`src/rtl/riscv_pkg.sv`:
```
// Shared RISC-V constants and types for the memory access stage: opcodes,
// funct3 encodings, the stage FSM state type and the access-alignment rule.
package riscv_pkg;

  localparam int XLEN = 32;

  localparam logic [6:0] OP_LOAD  = 7'b0000011;
  localparam logic [6:0] OP_STORE = 7'b0100011;

  localparam logic [2:0] F3_B  = 3'b000;
  localparam logic [2:0] F3_H  = 3'b001;
  localparam logic [2:0] F3_W  = 3'b010;
  localparam logic [2:0] F3_BU = 3'b100;
  localparam logic [2:0] F3_HU = 3'b101;

  typedef enum logic [1:0] {
    IDLE = 2'd0,
    REQ  = 2'd1,
    RSP  = 2'd2
  } mem_state_e;

  // Access width comes from funct3[1:0]; 10 and 11 both count as word width.
  function automatic logic is_misaligned(input logic [2:0] funct3, input logic [1:0] ofs);
    logic mis;
    case (funct3[1:0])
      2'b00:   mis = 1'b0;
      2'b01:   mis = ofs[0];
      default: mis = (ofs != 2'b00);
    endcase
    return mis;
  endfunction

endpackage

```
`src/rtl/mem_access_stage_load_extend.sv`:
```
// Combinational load-data extraction: picks the addressed byte or halfword
// from the returned word and sign- or zero-extends it according to funct3.
module load_extend
  import riscv_pkg::*;
(
  input  logic [31:0] rdata,
  input  logic [1:0]  ofs,
  input  logic [2:0]  funct3,
  output logic [31:0] ext
);

  logic [7:0]  byte_s;
  logic [15:0] half_s;

  // Lane selection followed by extension.
  always_comb begin
    byte_s = rdata[{ofs, 3'b000} +: 8];
    half_s = ofs[1] ? rdata[31:16] : rdata[15:0];
    case (funct3)
      F3_B:    ext = {{24{byte_s[7]}}, byte_s};
      F3_BU:   ext = {24'h000000, byte_s};
      F3_H:    ext = {{16{half_s[15]}}, half_s};
      F3_HU:   ext = {16'h0000, half_s};
      default: ext = rdata;
    endcase
  end

endmodule

```
`src/rtl/mem_access_stage.sv`:
```
// Memory access pipeline stage: passes ALU results through, runs the
// request/grant/response handshake for loads and stores, and registers the writeback bundle.
module mem_access_stage
  import riscv_pkg::*;
(
  input  logic            clk1,
  input  logic            rst_n,
  input  logic            ex_valid,
  input  logic [XLEN-1:0] ex_IR,
  input  logic [XLEN-1:0] ex_result,
  input  logic [XLEN-1:0] ex_RD2,
  output logic            mem_busy,
  output logic            dmem_req,
  output logic            dmem_we,
  output logic [XLEN-1:0] dmem_addr,
  output logic [XLEN-1:0] dmem_wdata,
  output logic [3:0]      dmem_be,
  input  logic            dmem_gnt,
  input  logic            dmem_rvalid,
  input  logic [XLEN-1:0] dmem_rdata,
  output logic            wb_valid,
  output logic [XLEN-1:0] wb_IR,
  output logic [XLEN-1:0] wb_data,
  output logic            wb_misalign
);

  mem_state_e      state_q, state_d;
  logic [XLEN-1:0] ir_q, ir_d;
  logic [XLEN-1:0] addr_q, addr_d;
  logic            we_q, we_d;
  logic [3:0]      be_q, be_d;
  logic [XLEN-1:0] wdata_q, wdata_d;
  logic [1:0]      ofs_q, ofs_d;
  logic            wb_valid_q, wb_valid_d;
  logic [XLEN-1:0] wb_ir_q, wb_ir_d;
  logic [XLEN-1:0] wb_data_q, wb_data_d;
  logic            wb_mis_q, wb_mis_d;

  logic [6:0]      opcode_s;
  logic [2:0]      funct3_s;
  logic [1:0]      ofs_s;
  logic            is_mem_s;
  logic            is_store_s;
  logic            mis_s;
  logic [3:0]      st_be_s;
  logic [XLEN-1:0] st_wdata_s;
  logic [XLEN-1:0] ld_ext_s;

  load_extend u_load_extend (
    .rdata  (dmem_rdata),
    .ofs    (ofs_q),
    .funct3 (ir_q[14:12]),
    .ext    (ld_ext_s)
  );

  // Decode of the incoming bundle plus store lane alignment and byte enables.
  always_comb begin
    opcode_s   = ex_IR[6:0];
    funct3_s   = ex_IR[14:12];
    ofs_s      = ex_result[1:0];
    is_store_s = (opcode_s == OP_STORE);
    is_mem_s   = (opcode_s == OP_LOAD) || is_store_s;
    mis_s      = is_misaligned(funct3_s, ofs_s);
    case (funct3_s[1:0])
      2'b00: begin
        st_be_s    = 4'b0001 << ofs_s;
        st_wdata_s = {4{ex_RD2[7:0]}};
      end
      2'b01: begin
        st_be_s    = 4'b0011 << ofs_s;
        st_wdata_s = {2{ex_RD2[15:0]}};
      end
      default: begin
        st_be_s    = 4'b1111;
        st_wdata_s = ex_RD2;
      end
    endcase
  end

  // Next-state and writeback bundle computation.
  always_comb begin
    state_d    = state_q;
    ir_d       = ir_q;
    addr_d     = addr_q;
    we_d       = we_q;
    be_d       = be_q;
    wdata_d    = wdata_q;
    ofs_d      = ofs_q;
    wb_valid_d = 1'b0;
    wb_ir_d    = wb_ir_q;
    wb_data_d  = wb_data_q;
    wb_mis_d   = wb_mis_q;
    case (state_q)
      IDLE: begin
        if (ex_valid) begin
          if (is_mem_s && !mis_s) begin
            state_d = REQ;
            ir_d    = ex_IR;
            addr_d  = {ex_result[XLEN-1:2], 2'b00};
            we_d    = is_store_s;
            be_d    = is_store_s ? st_be_s : 4'b1111;
            wdata_d = is_store_s ? st_wdata_s : {XLEN{1'b0}};
            ofs_d   = ofs_s;
          end else begin
            wb_valid_d = 1'b1;
            wb_ir_d    = ex_IR;
            wb_data_d  = is_mem_s ? {XLEN{1'b0}} : ex_result;
            wb_mis_d   = is_mem_s;
          end
        end else begin
          state_d = IDLE;
        end
      end
      REQ: begin
        if (dmem_gnt) begin
          if (we_q) begin
            state_d    = IDLE;
            wb_valid_d = 1'b1;
            wb_ir_d    = ir_q;
            wb_data_d  = {XLEN{1'b0}};
            wb_mis_d   = 1'b0;
          end else begin
            state_d = RSP;
          end
        end else begin
          state_d = REQ;
        end
      end
      RSP: begin
        if (dmem_rvalid) begin
          state_d    = IDLE;
          wb_valid_d = 1'b1;
          wb_ir_d    = ir_q;
          wb_data_d  = ld_ext_s;
          wb_mis_d   = 1'b0;
        end else begin
          state_d = RSP;
        end
      end
      default: begin
        state_d = IDLE;
      end
    endcase
  end

  // State and output registers; reset abandons any access in flight.
  always_ff @(posedge clk1 or negedge rst_n) begin
    if (!rst_n) begin
      state_q    <= IDLE;
      ir_q       <= {XLEN{1'b0}};
      addr_q     <= {XLEN{1'b0}};
      we_q       <= 1'b0;
      be_q       <= 4'b0000;
      wdata_q    <= {XLEN{1'b0}};
      ofs_q      <= 2'b00;
      wb_valid_q <= 1'b0;
      wb_ir_q    <= {XLEN{1'b0}};
      wb_data_q  <= {XLEN{1'b0}};
      wb_mis_q   <= 1'b0;
    end else begin
      state_q    <= state_d;
      ir_q       <= ir_d;
      addr_q     <= addr_d;
      we_q       <= we_d;
      be_q       <= be_d;
      wdata_q    <= wdata_d;
      ofs_q      <= ofs_d;
      wb_valid_q <= wb_valid_d;
      wb_ir_q    <= wb_ir_d;
      wb_data_q  <= wb_data_d;
      wb_mis_q   <= wb_mis_d;
    end
  end

  assign mem_busy    = (state_q != IDLE);
  assign dmem_req    = (state_q == REQ);
  assign dmem_we     = we_q;
  assign dmem_addr   = addr_q;
  assign dmem_wdata  = wdata_q;
  assign dmem_be     = be_q;
  assign wb_valid    = wb_valid_q;
  assign wb_IR       = wb_ir_q;
  assign wb_data     = wb_data_q;
  assign wb_misalign = wb_mis_q;

endmodule

```
`config.mk`:
```
export PLATFORM = sky130hd
export DESIGN_NAME = mem_access_stage
export DESIGN_NICKNAME = d
export VERILOG_FILES = /design/src/rtl/riscv_pkg.sv /design/src/rtl/mem_access_stage_load_extend.sv /design/src/rtl/mem_access_stage.sv
export SDC_FILE = /design/constraint.sdc
export NUM_CORES = 1
export LEC_CHECK = 0
export BUFFER_PORTS_ARGS = -buffer_cell sky130_fd_sc_hd__buf_4
export CELL_PAD_IN_SITES_DETAIL_PLACEMENT = 0
export CELL_PAD_IN_SITES_GLOBAL_PLACEMENT = 2
export CORE_ASPECT_RATIO = 1.75
export CORE_MARGIN = 2
export CORE_UTILIZATION = 32
export DETAILED_ROUTE_END_ITERATION = 10
export PLACE_DENSITY_LB_ADDON = 0.08
export SKIP_CTS_REPAIR_TIMING = 1
export SKIP_LAST_GASP = 1
export SLEW_MARGIN = 20
export SYNTH_ARGS = -nofsm -noshare
export SYNTH_HDL_FRONTEND = slang
export SYNTH_SLANG_ARGS = --single-unit
```
`constraint.sdc`:
```
create_clock -name clk1 -period 2.2 [get_ports clk1]
set_input_delay 0.66 -clock clk1 [delete_from_list [all_inputs] [get_ports clk1]]
set_output_delay 0.66 -clock clk1 [all_outputs]
set_load 0.02 [all_outputs]
```
# Word level (Yosys, flattened, before mapping)
# Cells that the tools add are included.
[word_totals]
regBits = 169
input_bits = 133
out_inout_bits = 137
wordCells = 77
[classes]
eq_ne = 14
shifts = 3
n_mux = 38
n_reduce_logical = 11
[ops]
columns = ["op", "n"]
rows = [
  ["$mux 32", 12],
  ["$pmux 32 s3", 2],
  ["$pmux 32 s4", 1],
  ["$pmux 32 s2", 1],
  ["$shiftx 32x6->8", 1],
  ["$mux 16", 1],
  ["$mux 1", 10],
  ["$mux 2", 5],
  ["$pmux 4 s2", 1],
  ["$eq 7x2->1 const B", 1],
  ["$eq 7x6->1 const B", 1],
  ["$eq 3x3->1 const B", 2],
  ["$ne 2x2->1 const B", 3],
  ["$pmux 1 s3", 2],
  ["$pmux 2 s3", 1],
  ["$reduce_and 6->1", 1],
  ["$eq 2x1->1 const B", 2],
  ["$logic_not 2->1", 2],
  ["$mux 4", 1],
  ["$ne 2x1->1 const B", 2],
  ["$reduce_bool 2->1", 2],
  ["$shl 1x2->4 const A", 1],
  ["$shl 2x2->4 const A", 1],
  ["$eq 3x1->1 const B", 1],
  ["other kinds (9)", 9],
]

# Longest topological paths before layout
# Gate-level depths: netlist of the first run.
[depth]
ltp_word = 7
mapped_depth = 9
depth_no_buf = 6

# By module
# A second synthesis of the first run with hierarchy kept.
[unflattened]
hier_cells = 689
area_unflattened_um2 = 8708.4
[by_module_without_submodules]
columns = ["mod", "instances", "cells_per_inst", "area_per_inst_um2", "seq_area_each_um2"]
rows = [
  ["mem_access_stage", 1, 593, 7862.5, 4229.1],
  ["load_extend", 1, 96, 845.8, 0.0],
]

# Worst setup path before layout of the first run
# Ideal clock, no wire load.
[synth_path]
path_kind = "reg2reg"
start = "register state_q[0]"
end = "register wb_data_q[6] (netlist: wb_data[6])"
setup_time_ps = 125
arrival_ps = 1857
t_required_ps = 2075
setup_slack_ps = 218
path_stages_with_launch = 9
n_path_buf = 2
synth_period_minus_slack_ps = 1982
path_cell_list = "dfrtp_1 inv_1 ha_1 buf_2 nand2_1 buf_1 a21oi_1 a32o_1 mux2_2"
[synth_via]
elab_chain_len = 3
elab_cells_between_ends = 11
cone_classes = "7 x eq/ne; 1 x mux; 3 x reduce/logical"
[synth_lines]
columns = ["element", "line", "text"]
rows = [
  ["start: declaration", "mem_access_stage.sv:27", "mem_state_e state_q, state_d;"],
  ["start signal: assignment", "mem_access_stage.sv:161", "state_q <= state_d;"],
  ["$eq 2x2->1 (tied with other cells)", "mem_access_stage.sv:93", "case (state_q)"],
  ["$ne 2x2->1 (no line) (tied with other cells)", "--", ""],
  ["$reduce_and 6->1 (no line)", "--", ""],
  ["end signal: assignment", "mem_access_stage.sv:158", "wb_data_q <= {XLEN{1'b0}};"],
  ["end signal: assignment", "mem_access_stage.sv:170", "wb_data_q <= wb_data_d;"],
  ["end: declaration", "mem_access_stage.sv:36", "logic [XLEN-1:0] wb_data_q, wb_data_d;"],
]
# Parallel ways exist; a longest one is shown, timed or not.
# A chain may end at the register's enable or synchronous reset.

# Final worst setup path of the first run
[layout_path]
start = "register state_q[1]"
end = "output port dmem_req"
[layout_via]
elab_chain_len = 1
[layout_lines]
columns = ["element", "line", "text"]
rows = [
  ["$eq 2x1->1", "mem_access_stage.sv:176", "assign dmem_req = (state_q == REQ);"],
  ["end: declaration", "mem_access_stage.sv:13", "output logic dmem_req,"],
]
# Every way passes these cells.

==> results.json, run 1 <==
{
  "drc": 0,
  "outcome": "finished clean",
  "p_leak_uw": 0.005557,
  "max_freq_mhz": 468.5,
  "die-area_um2": 27510,
  "grt_pass1_wl_mm": 44.37,
  "io_pins": 270,
  "firstDrtPassIters": 5,
  "dp_cells": 1327,
  "ys_warn_count": 0,
  "cpMaxStageDelayCell": "dfrtp_1",
  "grt_use_total_pct": 21.46,
  "clock-sinks": 169,
  "die_w_um": 126.2,
  "htreeDepth": 4,
  "grt_setup_unrepaired": "yes",
  "layout-drive-gt1-share_pct": 36.22,
  "drt-total-wl_mm": 29.70,
  "die_h_um": 217.9,
  "ant_nets": 0,
  "area_delta_synth_final_pct": 37.73,
  "min_period_ns": 2.134,
  "num_rows": 78,
  "wl_per_cell_um": 21.87,
  "slew_viol_final": 0,
  "finalSetupViolations": 0,
  "core_area_um2": 25860,
  "antenna_found_initial": 0,
  "cp-end-kind": "primary output",
  "hold_viol": 0,
  "slew_headroom_pct": 55.69,
  "swShare_pct": 38.66,
  "crit_path_max_incr_delay_ns": 0.41,
  "yosys-top-cells-count": "dfrtp_1, nand2_1, a31oi_1, mux2_1, mux2i_1",
  "synth.avg_cell_area_um2": 10.88,
  "syn_inst": 769,
  "portBuffers": 267,
  "routabilityCongestion": 0.8095,
  "start_kind": "flip-flop",
  "yosysSeqAreaShare_pct": 50.55,
  "cp_max_fo": 5,
  "fin_util_pct": 44.56,
  "fin_nets": 1163,
  "internal_power_uw": 8476,
  "regToRegStartpoint": "state_q[1]",
  "ff2ff_path_depth": 7,
  "synth_top_cell_by_area": "dfrtp_1",
  "cts_tree": "yes",
  "setup_slack_ns": 0.06572,
  "ys_seq_elements": 169,
  "p_switching_uw": 5342,
  "vias": 7114,
  "fin_skew_ns": 0.004877,
  "pwr-share-clk_pct": 22.3,
  "r2r_end": "wb_data[1]",
  "grt_pass1_vias": 7246,
  "synthesis.area_um2": 8367,
  "synth-main-ff-cell": "dfrtp_1",
  "dr.first_iter.drc_count": 399,
  "path_cells": "inv_1 > ha_1 > buf_4",
  "post-route-period-util_pct": 97.01,
  "place_ws_ns": -0.03734,
  "hold_class": "primary input to async pin",
  "synthDistinctLibCells": 51,
  "grt_max_degree": 52,
  "pwr-share-seq_pct": 32.2,
  "synth_most_common_cell": "dfrtp_1",
  "ys_top_cells_by_area": "dfrtp_1, mux2_1, mux2i_1",
  "reg2reg_slack_ns": 0.10,
  "peakVddDrop_mv": 0.5272,
  "synth_top_area_share_pct": 50.55,
  "hpwl_mm": 21.92,
  "clockRootBuffer": "clkbuf_16",
  "gr-total-overflow": 0,
  "initial_core_util_pct": 32.35,
  "async_flop_share_pct": 100.0,
  "cts.path.max_buffers": 2,
  "p_comb_share_pct": 45.6,
  "cts_made_buffers": 17,
  "instances_no_fill": 1358,
  "p_per_area_nw_per_um2": 1199,
  "cp.required_ns": 1.54,
  "worstPathArrival_ns": 1.47,
  "viasPerCell": 5.239,
  "synth_edf_count": 0,
  "antennaDiodeCount": 0,
  "drv_cap": 0,
  "path_clk_slew_ns": 0.06,
  "tightestPinTransition_ns": 0.6647,
  "path_class": "flip-flop to primary output",
  "worstSkewPairLatency_ns": 0.45
}
[worst max-delay path, delay by kind of cell (launching register included)]
kind,cells,cell delay [ns]
buf+inv,2,0.32
fa+ha+maj,1,0.30
flops,1,0.41
[registers in the layout, summed over array words and instances, names as in the netlist]
signal / flops
dmem_addr: 30
dmem_be: 4
dmem_wdata: 32
dmem_we: 1
ir_q: 32
ofs_q: 2
state_q: 2
wb_IR: 32
wb_data: 32
wb_misalign: 1
wb_valid: 1
[layout make-up]
type,instances,area [µm²]
clock buffer,24,501.7
clock inverter,7,90.09
fill,2558,14340
inverter,14,52.55
multi-input combinational,517,3800
sequential,169,4229
tap,320,400.4
timing repair buffer,307,2450
[layout by cell type, fill, tap and decap left out, types with 13 or more instances in the layout]
| cell type | instances |
|---|---|
| mux2i_1 | 51 |
| mux2_1 | 65 |
| clkbuf_16 | 17 |
| mux2_2 | 18 |
| nand2_1 | 80 |
| inv_1 | 13 |
| buf_4 | 294 |
| nor2_1 | 23 |
| o21ai_0 | 14 |
| o21ai_1 | 38 |
| a31oi_1 | 74 |
| a22oi_1 | 17 |
| dfrtp_1 | 169 |
| nor3b_1 | 13 |
| a21oi_1 | 37 |
[per-stage QoR]
step / setup TNS (ns) / hold slack (ns) / power [µW] / area (µm²)
floorplan: 0 / 0.3644 / 8067 / 8371
global placement: -0.4386 / 0.4493 / 10820 / 10910
detailed placement: -0.7398 / 0.4521 / 10880 / 10910
CTS: -0.008403 / 0.08864 / 14000 / 11510
global route: -0.08774 / 0.09912 / 14580 / 11520
finish: 0 / 0.09584 / 13820 / 11520
[power groups by stage]
| stage | logic, µW | registers (µW) | clock network [µW] |
|---|---|---|---|
| finish | 6300 | 4440 | 3080 |
| detailed placement | 6370 | 4510 | 0 |
| global route | 6760 | 4540 | 3280 |
| global placement | 6330 | 4490 | 0 |
| floorplan | 2800 | 5270 | 0 |
| CTS | 6380 | 4460 | 3160 |
[how the worst max path moves through the flow]
stage	startpoint	endpoint	cells past startpoint
2_1_floorplan	state_q[0]	wb_data[6]	8
3_3_place_gp	ex_IR[6]	dmem_addr[18]	5
3_5_place_dp	ex_IR[6]	dmem_addr[20]	5
4_1_cts	state_q[1]	wb_data[31]	5
5_1_grt	state_q[1]	dmem_req	3
6_report	state_q[1]	dmem_req	3
[per-layer routing]
layer | global-route usage, % | vias to the layer above | share of wire [%]
li1 | - | 3316 | -
met4 | 9.963 | 0 | 3.9
met3 | 4.980 | 42 | 5.5
met1 | 23.39 | 3503 | 37
met5 | 0 | - | 0
met2 | 39.01 | 253 | 54
[cell families after synthesis]
logic type / count (synthesis) / share of synthesized area, %
AO/OA/AOI/OAI: 219 / 16.51
flip-flops: 169 / 50.55
AND/OR/NAND/NOR: 150 / 8.778
other: 1 / 0.04482
multiplexers: 142 / 18.89
buffers and inverters: 84 / 4.636
adder cells (fa/ha/maj): 4 / 0.5982
Note: power is estimated with default switching activity, not from simulation.
==> run 2: changes to the inputs <==
--- a/config.mk
+++ b/config.mk
@@ -5,13 +5,15 @@
 export SDC_FILE = /design/constraint.sdc
 export NUM_CORES = 1
 export LEC_CHECK = 0
+export ABC_AREA = 1
 export BUFFER_PORTS_ARGS = -buffer_cell sky130_fd_sc_hd__buf_4
 export CELL_PAD_IN_SITES_DETAIL_PLACEMENT = 0
 export CELL_PAD_IN_SITES_GLOBAL_PLACEMENT = 2
 export CORE_ASPECT_RATIO = 1.75
 export CORE_MARGIN = 2
-export CORE_UTILIZATION = 32
+export CORE_UTILIZATION = 27
 export DETAILED_ROUTE_END_ITERATION = 10
+export GPL_TIMING_DRIVEN = 0
 export PLACE_DENSITY_LB_ADDON = 0.08
 export SKIP_CTS_REPAIR_TIMING = 1
 export SKIP_LAST_GASP = 1
==> run 2 against run 1 <==
Final cell count up 33%; sequential power down 5.6%; power down 12%; fmax up 1.3%; clock-buffer cell count down 4; register-to-register slack better by 0.05 ns; critical path type unchanged; combinational power down 20%; clock power down 6%; area after synthesis down 2.7%.
==> results.json, run 2 <==
{
  "post-route-period-util_pct": 95.75,
  "min_period_ns": 2.106,
  "grt_pass1_vias": 8075,
  "async_flop_share_pct": 100.0,
  "drt-total-wl_mm": 31.38,
  "max_freq_mhz": 474.7,
  "die-area_um2": 31610,
  "gr-total-overflow": 0,
  "synth-simple-area-share_pct": 30.16,
  "dr.first_iter.drc_count": 311,
  "outcome": "finished clean",
  "tightestPinTransition_ns": 0.8415,
  "synthDistinctLibCells": 27,
  "hold_viol": 0,
  "area_delta_synth_final_pct": 39.56,
  "synth_edf_count": 0,
  "fillers": 3297,
  "drv_cap": 0,
  "cp-startpoint": "state_q[0]",
  "slew_viol_final": 0,
  "hpwl_mm": 24.18,
  "wl_per_cell_um": 17.35,
  "yosys-top-cells-count": "nand2_1, dfrtp_1, o21ai_0, inv_1, nor2_1",
  "drc": 0,
  "syn_inst": 1114,
  "synth_most_common_cell": "nand2_1",
  "io_pins": 270,
  "final_common_cell": "nand2_1",
  "setup_tns_ns": 0,
  "synth_top_cell_by_area": "dfrtp_1",
  "synth-xor-area-share_pct": 0,
  "synth_top_family_by_area": "simple AND/OR/NAND/NOR gates",
  "p_per_area_nw_per_um2": 1071,
  "start_kind": "flip-flop",
  "p_leak_uw": 0.006320,
  "firstDrtPassIters": 5,
  "regToRegStartpoint": "state_q[0]",
  "path_class": "flip-flop to primary output",
  "layout-drive-gt1-share_pct": 24.35,
  "worstPathArrival_ns": 1.45,
  "fin_nets": 1546,
  "yosysSeqAreaShare_pct": 51.95,
  "p_total_uw": 12160,
  "core_area_um2": 29850,
  "synth_mux_area_share_pct": 0,
  "viasPerCell": 4.438,
  "grt_setup_unrepaired": "yes",
  "cp.required_ns": 1.54,
  "htreeDepth": 4,
  "grt_max_degree": 62,
  "synthAdderAreaFrac_pct": 0.6148,
  "cts_made_buffers": 17,
  "cp_max_fo": 5,
  "portBuffers": 266,
  "antenna_found_initial": 1,
  "worstSkewPairLatency_ns": 0.45,
  "num_rows": 84,
  "hold_ws_ns": 0.1087,
  "cp-end-kind": "primary output",
  "ys_top_cells_by_area": "dfrtp_1, nand2_1, o21ai_0",
  "routabilityCongestion": 0.8435,
  "grt_pass1_wl_mm": 47.82,
  "synth-main-ff-cell": "dfrtp_1",
  "synth_top_area_share_pct": 51.95,
  "synth.avg_cell_area_um2": 7.307,
  "ant_nets": 0,
  "slew_headroom_pct": 43.90,
  "finalSetupViolations": 0,
  "die_h_um": 233.7,
  "ys_seq_elements": 169,
  "clock-sinks": 169,
  "path_clk_slew_ns": 0.07,
  "synthesis.area_um2": 8140,
  "cts_tree": "yes",
  "final_cell_mix": "nand2_1, buf_4, dfrtp_1, o21ai_0, inv_1",
  "hold_class": "primary input to async pin",
  "die_w_um": 135.3,
  "fin_skew_ns": 0.009550,
  "cts.path.max_buffers": 2,
  "clockRootBuffer": "clkbuf_16",
  "vias": 8028,
  "grt_use_total_pct": 20.30,
  "peakVddDrop_mv": 0.5769,
  "initial_core_util_pct": 27.27,
  "synth_compound_area_share_pct": 10.33,
  "ys_warn_count": 0
}
[run 2: cells by family (layout without fill, tap and decap cells)]
| group | Yosys count | in the layout |
|---|---|---|
| other | 1 | 3 |
| adders and majority gates | 4 | 4 |
| AOI/OAI and AO/OA | 157 | 157 |
| DFF | 169 | 169 |
| and+or+nand+nor | 642 | 642 |
| buffers and inverters | 141 | 447 |
[run 2: layer usage]
layer / track usage (%) / vias to the layer above / routed length (µm)
met4: 6.348 / 0 / 477
li1: - / 4040 / -
met3: 4.709 / 20 / 1651
met2: 36.91 / 211 / 16850
met1: 23.42 / 3757 / 12400
met5: 0 / - / 0
[run 2: stage by stage]
stage / setup slack [ns] / cells / utilization (%) / instance area, µm²
final: 0.09358 / 1809 / 38.06 / 11360
after global routing: -0.02876 / 1809 / 38.06 / 11360
after CTS: -0.3215 / 1801 / 37.67 / 11240
after detailed placement: -0.5067 / 1770 / 35.81 / 10690
after global placement: -0.7609 / 1768 / 35.60 / 10630
after floorplan: 0.2877 / 1115 / - / 8144
[run 2: cell type report]
| cell class | count | area (µm²) | area share, % |
|---|---|---|---|
| sequential | 169 | 4229 | 37.22 |
| multi-input combinational | 805 | 3386 | 29.80 |
| timing repair buffer | 275 | 2112 | 18.59 |
| tap | 387 | 484.2 | 4.262 |
| clock buffer | 20 | 466.7 | 4.108 |
| inverter | 82 | 307.8 | 2.709 |
| buffer | 59 | 284.0 | 2.500 |
| clock inverter | 11 | 88.84 | 0.7819 |
| antenna | 1 | 2.502 | 0.02203 |
[run 2: worst paths after layout]
kind	to	slack, ns	cells past startpoint
max	mem_busy	0.09	4
min	wb_IR[27]	0.11	1
max reg2reg	wb_IR[26]	0.15	12
min reg2reg	ir_q[0]	0.45	2
max in group asynchronous	dmem_addr[13]	1.05	3
min in group clk1	dmem_addr[25]	0.43	3
[run 2: power by group]
group / leakage, µW / internal (µW) / switching (µW) / total [µW]
Clock: 0.000271 / 1550 / 1360 / 2910
Sequential: 0.00221 / 3800 / 391 / 4190
Combinational: 0.00383 / 1880 / 3180 / 5070
Total: 0.00632 / 7230 / 4940 / 12200
[run 2: critical path, stage by stage (launching register included)]
cell	delay [ns]
dfrtp_1	0.41
inv_1	0.15
ha_4	0.20
inv_1	0.08
buf_4	0.16
